==> src/rtl/bram1_arb_pkg.sv <==
// Shared types for the single-port BRAM arbiter: FSM state encoding and requester index.
package bram1_arb_pkg;

  typedef enum logic {
    ST_INIT = 1'b0,
    ST_RUN  = 1'b1
  } arb_state_t;

  typedef enum logic {
    REQ0 = 1'b0,
    REQ1 = 1'b1
  } req_idx_t;

  // One-hot grant for the requester currently holding priority.
  function automatic logic [1:0] prio_onehot(input req_idx_t prio);
    return (prio == REQ0) ? 2'b01 : 2'b10;
  endfunction

endpackage

==> src/rtl/bram1_port_arb_if.sv <==
// Two-requester handshake bus into the BRAM arbiter; master = requester side, slave = arbiter.
interface bram1_port_arb_if #(
  parameter int ABITS = 8,
  parameter int DBITS = 8
);

  logic             r0_valid;
  logic             r0_ready;
  logic             r0_we;
  logic [ABITS-1:0] r0_addr;
  logic [DBITS-1:0] r0_wdata;
  logic             r0_rvalid;
  logic [DBITS-1:0] r0_rdata;

  logic             r1_valid;
  logic             r1_ready;
  logic             r1_we;
  logic [ABITS-1:0] r1_addr;
  logic [DBITS-1:0] r1_wdata;
  logic             r1_rvalid;
  logic [DBITS-1:0] r1_rdata;

  modport master (
    output r0_valid, r0_we, r0_addr, r0_wdata,
    output r1_valid, r1_we, r1_addr, r1_wdata,
    input  r0_ready, r0_rvalid, r0_rdata,
    input  r1_ready, r1_rvalid, r1_rdata
  );

  modport slave (
    input  r0_valid, r0_we, r0_addr, r0_wdata,
    input  r1_valid, r1_we, r1_addr, r1_wdata,
    output r0_ready, r0_rvalid, r0_rdata,
    output r1_ready, r1_rvalid, r1_rdata
  );

endinterface

==> src/rtl/bram1_rr2.sv <==
// Two-way round-robin grant: on contention the priority holder wins, and priority then moves to the other requester.
module bram1_rr2
  import bram1_arb_pkg::*;
(
  input  logic       clk,
  input  logic       rst,
  input  logic       i_en,
  input  logic [1:0] i_req,
  output logic [1:0] o_gnt
);

  req_idx_t   r_prio;
  logic [1:0] w_gnt;

  always_comb begin
    w_gnt = 2'b00;
    if (i_en) begin
      if (i_req == 2'b11) w_gnt = prio_onehot(r_prio);
      else                w_gnt = i_req;
    end
  end

  always_ff @(posedge clk) begin
    if (rst) begin
      r_prio <= REQ0;
    end else if (w_gnt[0]) begin
      r_prio <= REQ1;
    end else if (w_gnt[1]) begin
      r_prio <= REQ0;
    end
  end

  assign o_gnt = w_gnt;

endmodule

==> src/rtl/bram1_port_arb.sv <==
// Arbitrates two requesters onto one BRAM (independent write/read round-robin) after an optional clear sweep.
module bram1_port_arb
  import bram1_arb_pkg::*;
#(
  parameter int               ABITS    = 8,
  parameter int               DBITS    = 8,
  parameter int               TRANSP   = 0,
  parameter int               INIT_EN  = 1,
  parameter logic [DBITS-1:0] INIT_VAL = '0
) (
  input  logic                clk,
  input  logic                rst,
  bram1_port_arb_if.slave     bus,
  output logic                mem_wr_en,
  output logic [ABITS-1:0]    mem_wr_addr,
  output logic [DBITS-1:0]    mem_wr_data,
  output logic [ABITS-1:0]    mem_rd_addr,
  input  logic [DBITS-1:0]    mem_rd_data,
  output logic                init_done
);

  arb_state_t       r_state;
  logic [ABITS-1:0] r_cnt;
  logic             r_init_done;
  logic [1:0]       r_rvalid;
  logic [ABITS-1:0] r_rd_addr;
  logic             r_coll;
  logic [DBITS-1:0] r_wdata_q;
  logic [DBITS-1:0] r_rdata0;
  logic [DBITS-1:0] r_rdata1;

  logic             w_run;
  logic [1:0]       w_wr_req;
  logic [1:0]       w_rd_req;
  logic [1:0]       w_wr_gnt;
  logic [1:0]       w_rd_gnt;
  logic             w_wr_any;
  logic             w_rd_any;
  logic [ABITS-1:0] w_wr_addr;
  logic [DBITS-1:0] w_wr_data;
  logic [ABITS-1:0] w_rd_addr;
  logic [1:0]       w_rv;
  logic [DBITS-1:0] w_fresh;

  assign w_run    = (r_state == ST_RUN) && !rst;
  assign w_wr_req = {bus.r1_valid &  bus.r1_we, bus.r0_valid &  bus.r0_we};
  assign w_rd_req = {bus.r1_valid & ~bus.r1_we, bus.r0_valid & ~bus.r0_we};

  bram1_rr2 u_wr_rr (
    .clk   (clk),
    .rst   (rst),
    .i_en  (w_run),
    .i_req (w_wr_req),
    .o_gnt (w_wr_gnt)
  );

  bram1_rr2 u_rd_rr (
    .clk   (clk),
    .rst   (rst),
    .i_en  (w_run),
    .i_req (w_rd_req),
    .o_gnt (w_rd_gnt)
  );

  assign w_wr_any  = |w_wr_gnt;
  assign w_rd_any  = |w_rd_gnt;
  assign w_wr_addr = w_wr_gnt[1] ? bus.r1_addr  : bus.r0_addr;
  assign w_wr_data = w_wr_gnt[1] ? bus.r1_wdata : bus.r0_wdata;
  assign w_rd_addr = w_rd_gnt[1] ? bus.r1_addr  : bus.r0_addr;

  assign bus.r0_ready = w_wr_gnt[0] | w_rd_gnt[0];
  assign bus.r1_ready = w_wr_gnt[1] | w_rd_gnt[1];

  always_comb begin
    mem_wr_en   = 1'b0;
    mem_wr_addr = w_wr_addr;
    mem_wr_data = w_wr_data;
    if (!rst && r_state == ST_INIT) begin
      mem_wr_en   = 1'b1;
      mem_wr_addr = r_cnt;
      mem_wr_data = INIT_VAL;
    end else if (w_wr_any) begin
      mem_wr_en   = 1'b1;
    end
  end

  assign mem_rd_addr = rst ? '0 : (w_rd_any ? w_rd_addr : r_rd_addr);

  always_ff @(posedge clk) begin
    if (rst) begin
      r_state     <= (INIT_EN != 0) ? ST_INIT : ST_RUN;
      r_cnt       <= '0;
      r_init_done <= 1'b0;
    end else begin
      case (r_state)
        ST_INIT: begin
          r_cnt <= r_cnt + 1'b1;
          if (&r_cnt) begin
            r_state     <= ST_RUN;
            r_init_done <= 1'b1;
          end
        end
        ST_RUN: r_init_done <= 1'b1;
        default: r_state <= ST_INIT;
      endcase
    end
  end

  // The memory read is non-transparent, so a same-address write in the read cycle is remembered for TRANSP=1.
  assign w_rv    = r_rvalid & {2{~rst}};
  assign w_fresh = ((TRANSP != 0) && r_coll) ? r_wdata_q : mem_rd_data;

  always_ff @(posedge clk) begin
    if (rst) begin
      r_rvalid  <= 2'b00;
      r_rd_addr <= '0;
      r_coll    <= 1'b0;
      r_wdata_q <= '0;
      r_rdata0  <= '0;
      r_rdata1  <= '0;
    end else begin
      r_rvalid  <= w_rd_gnt;
      r_coll    <= w_rd_any && w_wr_any && (w_rd_addr == w_wr_addr);
      r_wdata_q <= w_wr_data;
      if (w_rd_any) r_rd_addr <= w_rd_addr;
      if (w_rv[0])  r_rdata0  <= w_fresh;
      if (w_rv[1])  r_rdata1  <= w_fresh;
    end
  end

  assign bus.r0_rvalid = w_rv[0];
  assign bus.r1_rvalid = w_rv[1];
  assign bus.r0_rdata  = w_rv[0] ? w_fresh : r_rdata0;
  assign bus.r1_rdata  = w_rv[1] ? w_fresh : r_rdata1;
  assign init_done     = r_init_done;

endmodule

==> src/flat_wrapper.sv <==
// flat-port wrapper written by rule: the top's interface ports become plain ports
module bram1_port_arb_flat import bram1_arb_pkg::*;
#(
  parameter int               ABITS    = 8,
  parameter int               DBITS    = 8,
  parameter int               TRANSP   = 0,
  parameter int               INIT_EN  = 1,
  parameter logic [DBITS-1:0] INIT_VAL = '0
)
  (clk, rst, mem_wr_en, mem_wr_addr, mem_wr_data, mem_rd_addr, mem_rd_data, init_done, bus_r0_valid, bus_r0_we, bus_r0_addr, bus_r0_wdata, bus_r1_valid, bus_r1_we, bus_r1_addr, bus_r1_wdata, bus_r0_ready, bus_r0_rvalid, bus_r0_rdata, bus_r1_ready, bus_r1_rvalid, bus_r1_rdata);
  bram1_port_arb_if #(.ABITS(ABITS), .DBITS(DBITS)) bus_i ();
  input  logic clk;
  input  logic rst;
  output logic mem_wr_en;
  output logic [ABITS-1:0] mem_wr_addr;
  output logic [DBITS-1:0] mem_wr_data;
  output logic [ABITS-1:0] mem_rd_addr;
  input  logic [DBITS-1:0] mem_rd_data;
  output logic init_done;
  input wire logic [$bits(bus_i.r0_valid)-1:0] bus_r0_valid;
  input wire logic [$bits(bus_i.r0_we)-1:0] bus_r0_we;
  input wire logic [$bits(bus_i.r0_addr)-1:0] bus_r0_addr;
  input wire logic [$bits(bus_i.r0_wdata)-1:0] bus_r0_wdata;
  input wire logic [$bits(bus_i.r1_valid)-1:0] bus_r1_valid;
  input wire logic [$bits(bus_i.r1_we)-1:0] bus_r1_we;
  input wire logic [$bits(bus_i.r1_addr)-1:0] bus_r1_addr;
  input wire logic [$bits(bus_i.r1_wdata)-1:0] bus_r1_wdata;
  output wire logic [$bits(bus_i.r0_ready)-1:0] bus_r0_ready;
  output wire logic [$bits(bus_i.r0_rvalid)-1:0] bus_r0_rvalid;
  output wire logic [$bits(bus_i.r0_rdata)-1:0] bus_r0_rdata;
  output wire logic [$bits(bus_i.r1_ready)-1:0] bus_r1_ready;
  output wire logic [$bits(bus_i.r1_rvalid)-1:0] bus_r1_rvalid;
  output wire logic [$bits(bus_i.r1_rdata)-1:0] bus_r1_rdata;
  assign bus_i.r0_valid = bus_r0_valid;
  assign bus_i.r0_we = bus_r0_we;
  assign bus_i.r0_addr = bus_r0_addr;
  assign bus_i.r0_wdata = bus_r0_wdata;
  assign bus_i.r1_valid = bus_r1_valid;
  assign bus_i.r1_we = bus_r1_we;
  assign bus_i.r1_addr = bus_r1_addr;
  assign bus_i.r1_wdata = bus_r1_wdata;
  assign bus_r0_ready = bus_i.r0_ready;
  assign bus_r0_rvalid = bus_i.r0_rvalid;
  assign bus_r0_rdata = bus_i.r0_rdata;
  assign bus_r1_ready = bus_i.r1_ready;
  assign bus_r1_rvalid = bus_i.r1_rvalid;
  assign bus_r1_rdata = bus_i.r1_rdata;
  bram1_port_arb #(.ABITS(ABITS), .DBITS(DBITS), .TRANSP(TRANSP), .INIT_EN(INIT_EN), .INIT_VAL(INIT_VAL)) u_core (.clk(clk), .rst(rst), .bus(bus_i), .mem_wr_en(mem_wr_en), .mem_wr_addr(mem_wr_addr), .mem_wr_data(mem_wr_data), .mem_rd_addr(mem_rd_addr), .mem_rd_data(mem_rd_data), .init_done(init_done));
endmodule
==> config.mk <==
export PLATFORM = sky130hd
export DESIGN_NAME = bram1_port_arb_flat
export DESIGN_NICKNAME = d
export VERILOG_FILES = /design/src/rtl/bram1_arb_pkg.sv /design/src/rtl/bram1_port_arb_if.sv /design/src/rtl/bram1_rr2.sv /design/src/rtl/bram1_port_arb.sv /design/src/flat_wrapper.sv
export SDC_FILE = /design/constraint.sdc
export NUM_CORES = 1
export LEC_CHECK = 0
export ABC_AREA = 0
export BUFFER_PORTS_ARGS = -buffer_cell sky130_fd_sc_hd__buf_2
export CORE_MARGIN = 5
export CORE_UTILIZATION = 42
export DETAILED_ROUTE_END_ITERATION = 10
export PLACE_DENSITY = 0.84
export SLEW_MARGIN = 40
export SYNTH_ARGS = -nofsm -noshare
export SYNTH_HDL_FRONTEND = slang
export SYNTH_SLANG_ARGS = --single-unit
==> constraint.sdc <==
create_clock -name clk -period 1.4 [get_ports clk]
set_input_delay 0.28 -clock clk [delete_from_list [all_inputs] [get_ports clk]]
set_output_delay 0.28 -clock clk [all_outputs]
set_load 0.01 [all_outputs]
-- Word level (Yosys, flattened, before mapping)
Index checks and enable logic that the tools add are counted.
- flip-flop bits (word level): 38
- input port bits: 46
- ROM bits: 0
- bits in latches: 0
- word-level logic and storage cells: 57
- output and inout bits: 46
- memory bits (writable): 0
- memories kept: 0
- mux-type cells: 25
- bitwise logic cells: 11
- divide/modulo/power cells: 0
- order comparisons: 0
- shifts and indexed selects: 0
- add/subtract/negate cells: 1
- equal/unequal tests: 3
- reduce and logical (&&, ||, !) cells: 8
- multipliers: 0
- operators by type and width (cell ; count):
    2-to-1 mux 8 bit ; 9
    2-to-1 mux 2 bit ; 6
    2-to-1 mux 1 bit ; 9
    adder 8 x 1 -> 8 bit, second input constant ; 1
    AND reduction 8 bit ; 1
    AND 1 bit ; 4
    == test 2 bit, second input constant ; 2
    inverter 1 bit ; 4
    nonzero test 2 bit ; 2
    OR reduction 2 bit ; 2
    AND 2 bit ; 1
    logical AND 1 bit ; 2
    != test 2 bit, second input constant ; 1
    OR 1 bit ; 2
    case mux 1 bit (2 select lines) ; 1
    logical NOT 1 bit ; 1

-- Logic depth before layout (Yosys ltp)
- word-level depth: 8
- depth in mapped cells: 7
- gate-level depth less buffers: 5

-- Hierarchy
From an unflattened synthesis, not the netlist that was laid out.
- cell total of the unflattened synthesis: 225
- area total of the unflattened synthesis: 2060.7 µm²
- modules (own cells, without submodules) (module ; seq. area each (µm²) ; area an instance (µm²) ; times used ; cells an instance):
    bram1_port_arb ; 720.7 ; 1950.6 ; 1 ; 209
    bram1_rr2 ; 20.0 ; 55.1 ; 2 ; 8

-- Worst setup path after synthesis
OpenSTA, ideal clock, no wires.
- path kind: register to output
- start: register u_core.r_state
- end: output mem_rd_addr[5]
- path slack: -0.225 ns
- stages on the path, launching flop included: 7
- buffers on the path: 2
- arrival: 1.345 ns
- required time: 1.120 ns
- cells stage by stage: dfxtp_1 -> buf_6 -> nand2b_4 -> a21oi_2 -> buf_4 -> nor2_1 -> a211oi_1
- word-level cells in the longest chain between the ends: 5
- elaborated cells between the ends (all ways): 6
- classes of those cells: 4 x mux; 2 x reduce/logical
- ends and longest elaborated chain (item ; RTL line ; RTL):
    start: declaration ; bram1_port_arb.sv:22 ; arb_state_t r_state;
    start signal: assignment ; bram1_port_arb.sv:91 ; r_state <= (INIT_EN != 0) ? ST_INIT : ST_RUN;
    logical AND 1 bit * ; bram1_port_arb.sv:45 ; assign w_run = (r_state == ST_RUN) && !rst;
    2-to-1 mux 2 bit * ; bram1_rr2.sv:17 ; if (i_en) begin
    2-to-1 mux 8 bit or OR reduction 2 bit (tied branches) ; bram1_port_arb.sv:69, bram1_port_arb.sv:66 ;
    2-to-1 mux 8 bit * (2 in a row) ; - ;
    end: declaration ; flat_wrapper.sv:17 ; output logic [ABITS-1:0] mem_rd_addr;
Mark *: on every way between the ends. The rest lies on a longest branch, timed or not.

-- Worst setup path after layout
- start: register u_core.r_state
- end: output mem_rd_addr[6]
Same word-level chain as after synthesis.

==> impl_metrics.toml <==
[drt]
postRouteAntennaNets = 0
detail_routed_net_length_per_standard_cell_um = 16.1
vias = 1900
dr.pass1.iters = 4
wl_met1_mm = 2.40
drt-initial-drc-count = 74
wl_met2_mm = 3.14
drt_drc_violations_left = 0
dr.max_layer_used = "met4"
vias_per_cell = 5.03
wl_met3_um = 444
detail_route.wirelength_mm = 6.08

[floorplanning]
floorplan.io_pins = 92
floorplan.die.width_um = 77.7
initial_core_util_pct = 43.6
floorplan.die.height_um = 77.7
rows = 24
core-area_um2 = 4410
die_area_um2 = 6040

[placement]
placedInstanceArea_um2 = 2640
place_congestion = 0.889
numPortBuffers = 91
dpl.hpwl_mm = 4.30
pre_cts_slack_ns = -0.410

[grt]
first_pass_grt_wire_length_mm = 9.52
number_of_antenna_violations_at_the_first_check_in_global_routing = 0
vias_in_the_first_global_route = 1977
overflow = 0
grt_max_degree = 20
groute.usage.overall_pct = 19.6

[sta]
worstMarginPinSlew_ns = 0.302
rsz0062_at_grt = "yes"
timing_max_transition_violations_final = 0
fmax_mhz = 516
post-route-worst-setup-slack_ns = -0.536
setup_viol = 43
post_route_hold_slack_ns = 0.361
setup_tns_ns = -15.57
clock-skew-final_ns = 0.00843
finalCritPeriodShare_pct = 138
relative_slew_slack_pct = 79.8
finalHoldViolCount = 0
post-route-min-period_ns = 1.94

[synthesis]
synth_flop_cell = "sky130_fd_sc_hd__dfxtp_1"
synth_enable_flop_cells = 0
synthCells = 204
synth.area.top_cells = "sky130_fd_sc_hd__dfxtp_1 40%, sky130_fd_sc_hd__mux2i_1 13%, sky130_fd_sc_hd__mux2_1 9.4%"
synth_sequential_area_ratio_pct = 39.5
yosysTopAreaCell = "sky130_fd_sc_hd__dfxtp_1"
async_reset_ff_share_pct = 0
synth.most_common_cell = "sky130_fd_sc_hd__dfxtp_1"
synth.avg_cell_area_um2 = 9.44
ys_seq_elements = 38
synth.distinct_cells = 34
syn-cell-area_um2 = 1930
yosys_warnings = 0
yosys-top-cells-count = "38 x sky130_fd_sc_hd__dfxtp_1, 26 x sky130_fd_sc_hd__nor2_1, 25 x sky130_fd_sc_hd__mux2i_1"
synth_top_area_share_pct = 39.5
postSynthNetCount = 251

[min_path]
hp-class = "input port to flip-flop"
worst_hold_depth = 3
holdPathEnd = "u_core.r_rdata0[1]$_SDFF_PP0_"
min_from = "mem_rd_data[1]"

[worst_setup_path]
crit_required_ns = 1.12
worst-endpoint-arrival_ns = 1.66
worstRegToRegCells = 6
worst_r2r_endpoint = "u_core.r_rd_addr[6]$_DFF_P_"
criticalPathCategory = "flip-flop to primary output"
r2r-start = "u_core.r_state$_SDFF_PP0_"
setup.worst_path.end_class = "primary output"
critical_path_peak_fanout = 5
setup.reg_to_reg.worst_slack_ns = 0.02
worstSetupStartpointType = "flip-flop"

[power_and_ir_drop]
static-leakage-power_nw = 1.59
cellPowerDensity_nw_per_um2 = 698
power.ir.vdd_worst_v = 0.000572

[clock_network]
numClockSinks = 38
cts-buffers-inserted = 5
clock_tree_from_tritoncts = "done"
clkLatencyLatePin_ns = 0.29
cts.root.buffer_cell = "sky130_fd_sc_hd__clkbuf_8"
ctsHtreeMaxLevel = 2
clk_path_buf_depth = 2
clk_pin_slew_worst_paths_ns = 0.08

[cells_and_area]
fin_nets = 372
final_util_pct = 69.9
drive_gt1_share_pct = 53.7
n_antenna_cell = 0
area_growth_pct = 60.3
postLayoutCellArea_um2 = 3090

[run]
cap_violations = 0

[run_status]
run_status = "complete, but fails checks"
failed_checks = "setup timing"
==> stage by stage <==
| step | total power, mW | std cells |
|---|---|---|
| floorplan | 1.23 | 204 |
| global placement | 1.36 | 361 |
| detailed placement | 1.37 | 361 |
| CTS | 2.17 | 377 |
| global route | 2.24 | 378 |
| finish | 2.15 | 378 |
==> sequential cells by signal, summed over array words and instances (netlist names) <==
| name | cells |
|---|---|
| u_core.r_cnt | 8 |
| u_core.r_rd_addr | 8 |
| u_core.r_rdata0 | 8 |
| u_core.r_rdata1 | 8 |
| u_core.r_rvalid | 2 |
| u_core.init_done | 1 |
| u_core.r_state | 1 |
| u_core.u_rd_rr.r_prio | 1 |
| u_core.u_wr_rr.r_prio | 1 |
==> per-layer routing <==
layer | global-route usage, % | vias up
met2 | 35.8 | 73
met5 | 0 | -
met3 | 5.56 | 8
met1 | 21.5 | 878
met4 | 6.70 | 0
li1 | - | 941
==> cells by family (layout without fill, tap and decap cells) <==
logic type	Yosys count	in the layout	synth area share [%]
AO/OA/AOI/OAI	30	30	10.3
XOR/XNOR	5	5	2.27
adder cells (fa/ha/maj)	1	1	0.650
buffers and inverters	17	139	5.65
flip-flops	38	38	39.5
multiplexers	41	41	22.4
AND/OR/NAND/NOR	72	72	19.2
==> report_power, final <==
group          internal, mW  total (mW)  switching, mW
sequential             1.09        1.10        0.00916
clock                 0.396       0.796          0.400
combinational         0.124       0.262          0.138
total                  1.61        2.15          0.547
==> critical path: stages, from the launching register on <==
cell	delay (ns)
sky130_fd_sc_hd__dfxtp_2	0.35
sky130_fd_sc_hd__and2b_4	0.18
sky130_fd_sc_hd__o211ai_4	0.10
sky130_fd_sc_hd__buf_12	0.17
sky130_fd_sc_hd__mux2i_2	0.15
sky130_fd_sc_hd__a211oi_2	0.24
sky130_fd_sc_hd__buf_2	0.18
==> cell usage in the layout, fill, tap and decap left out, drive strengths merged <==
cell | synthesis | layout
a31oi | 1 | 1
a21oi | 6 | 6
nand2b | 5 | 5
nand2 | 12 | 12
nor2b | 19 | 19
and3 | 1 | 1
dfxtp | 38 | 38
nand4b | 1 | 1
o2111ai | 1 | 1
o211ai | 1 | 1
o31ai | 1 | 1
buf | 7 | 126
or3 | 3 | 3
mux2 | 16 | 16
nand4 | 1 | 1
o21ai | 11 | 11
a211o | 1 | 1
inv | 4 | 4
a211oi | 8 | 8
clkinv | 0 | 1
and2b | 1 | 1
and4b | 1 | 1
xor2 | 3 | 3
clkbuf | 6 | 7
ha | 1 | 1
xnor2 | 2 | 2
mux2i | 25 | 25
clkinvlp | 0 | 1
nor2 | 26 | 26
nand3 | 2 | 2
==> worst max-delay path by stage <==
| stage | from | to | depth (start not counted) | slack [ns] |
|---|---|---|---|---|
| floorplan | u_core.r_state$_SDFF_PP0_ | mem_wr_addr[6] | 7 | -0.18 |
| global placement | bus_r0_we | mem_rd_addr[6] | 8 | -0.36 |
| detailed placement | bus_r0_we | mem_rd_addr[6] | 8 | -0.41 |
| CTS | u_core.r_state$_SDFF_PP0_ | mem_rd_addr[0] | 6 | -0.54 |
| global route | u_core.r_state$_SDFF_PP0_ | mem_rd_addr[6] | 6 | -0.60 |
| finish | u_core.r_state$_SDFF_PP0_ | mem_rd_addr[6] | 6 | -0.54 |
==> cell type report <==
| type | instances | area (um^2) |
|---|---|---|
| Clock buffer | 6 | 82.6 |
| Clock inverter | 2 | 12.5 |
| Fill cell | 320 | 1330 |
| Inverter | 4 | 15.0 |
| Multi-Input combinational cell | 149 | 1240 |
| Sequential cell | 38 | 764 |
| Tap cell | 52 | 65.1 |
| Timing Repair Buffer | 127 | 911 |
==> timing repair <==
| item | 4_1_cts | 5_1_grt |
|---|---|---|
| setup endpoints to repair | 45 | 49 |
| pin swaps | 8 | 6 |
| hold buffers | 0 | 0 |
| gates cloned | 3 | 0 |
| setup buffers | 6 | 2 |
| resized for setup | 51 | 9 |
| endpoints found under the hold margin | 0 | 0 |
Power figures use the tool's default switching activity.
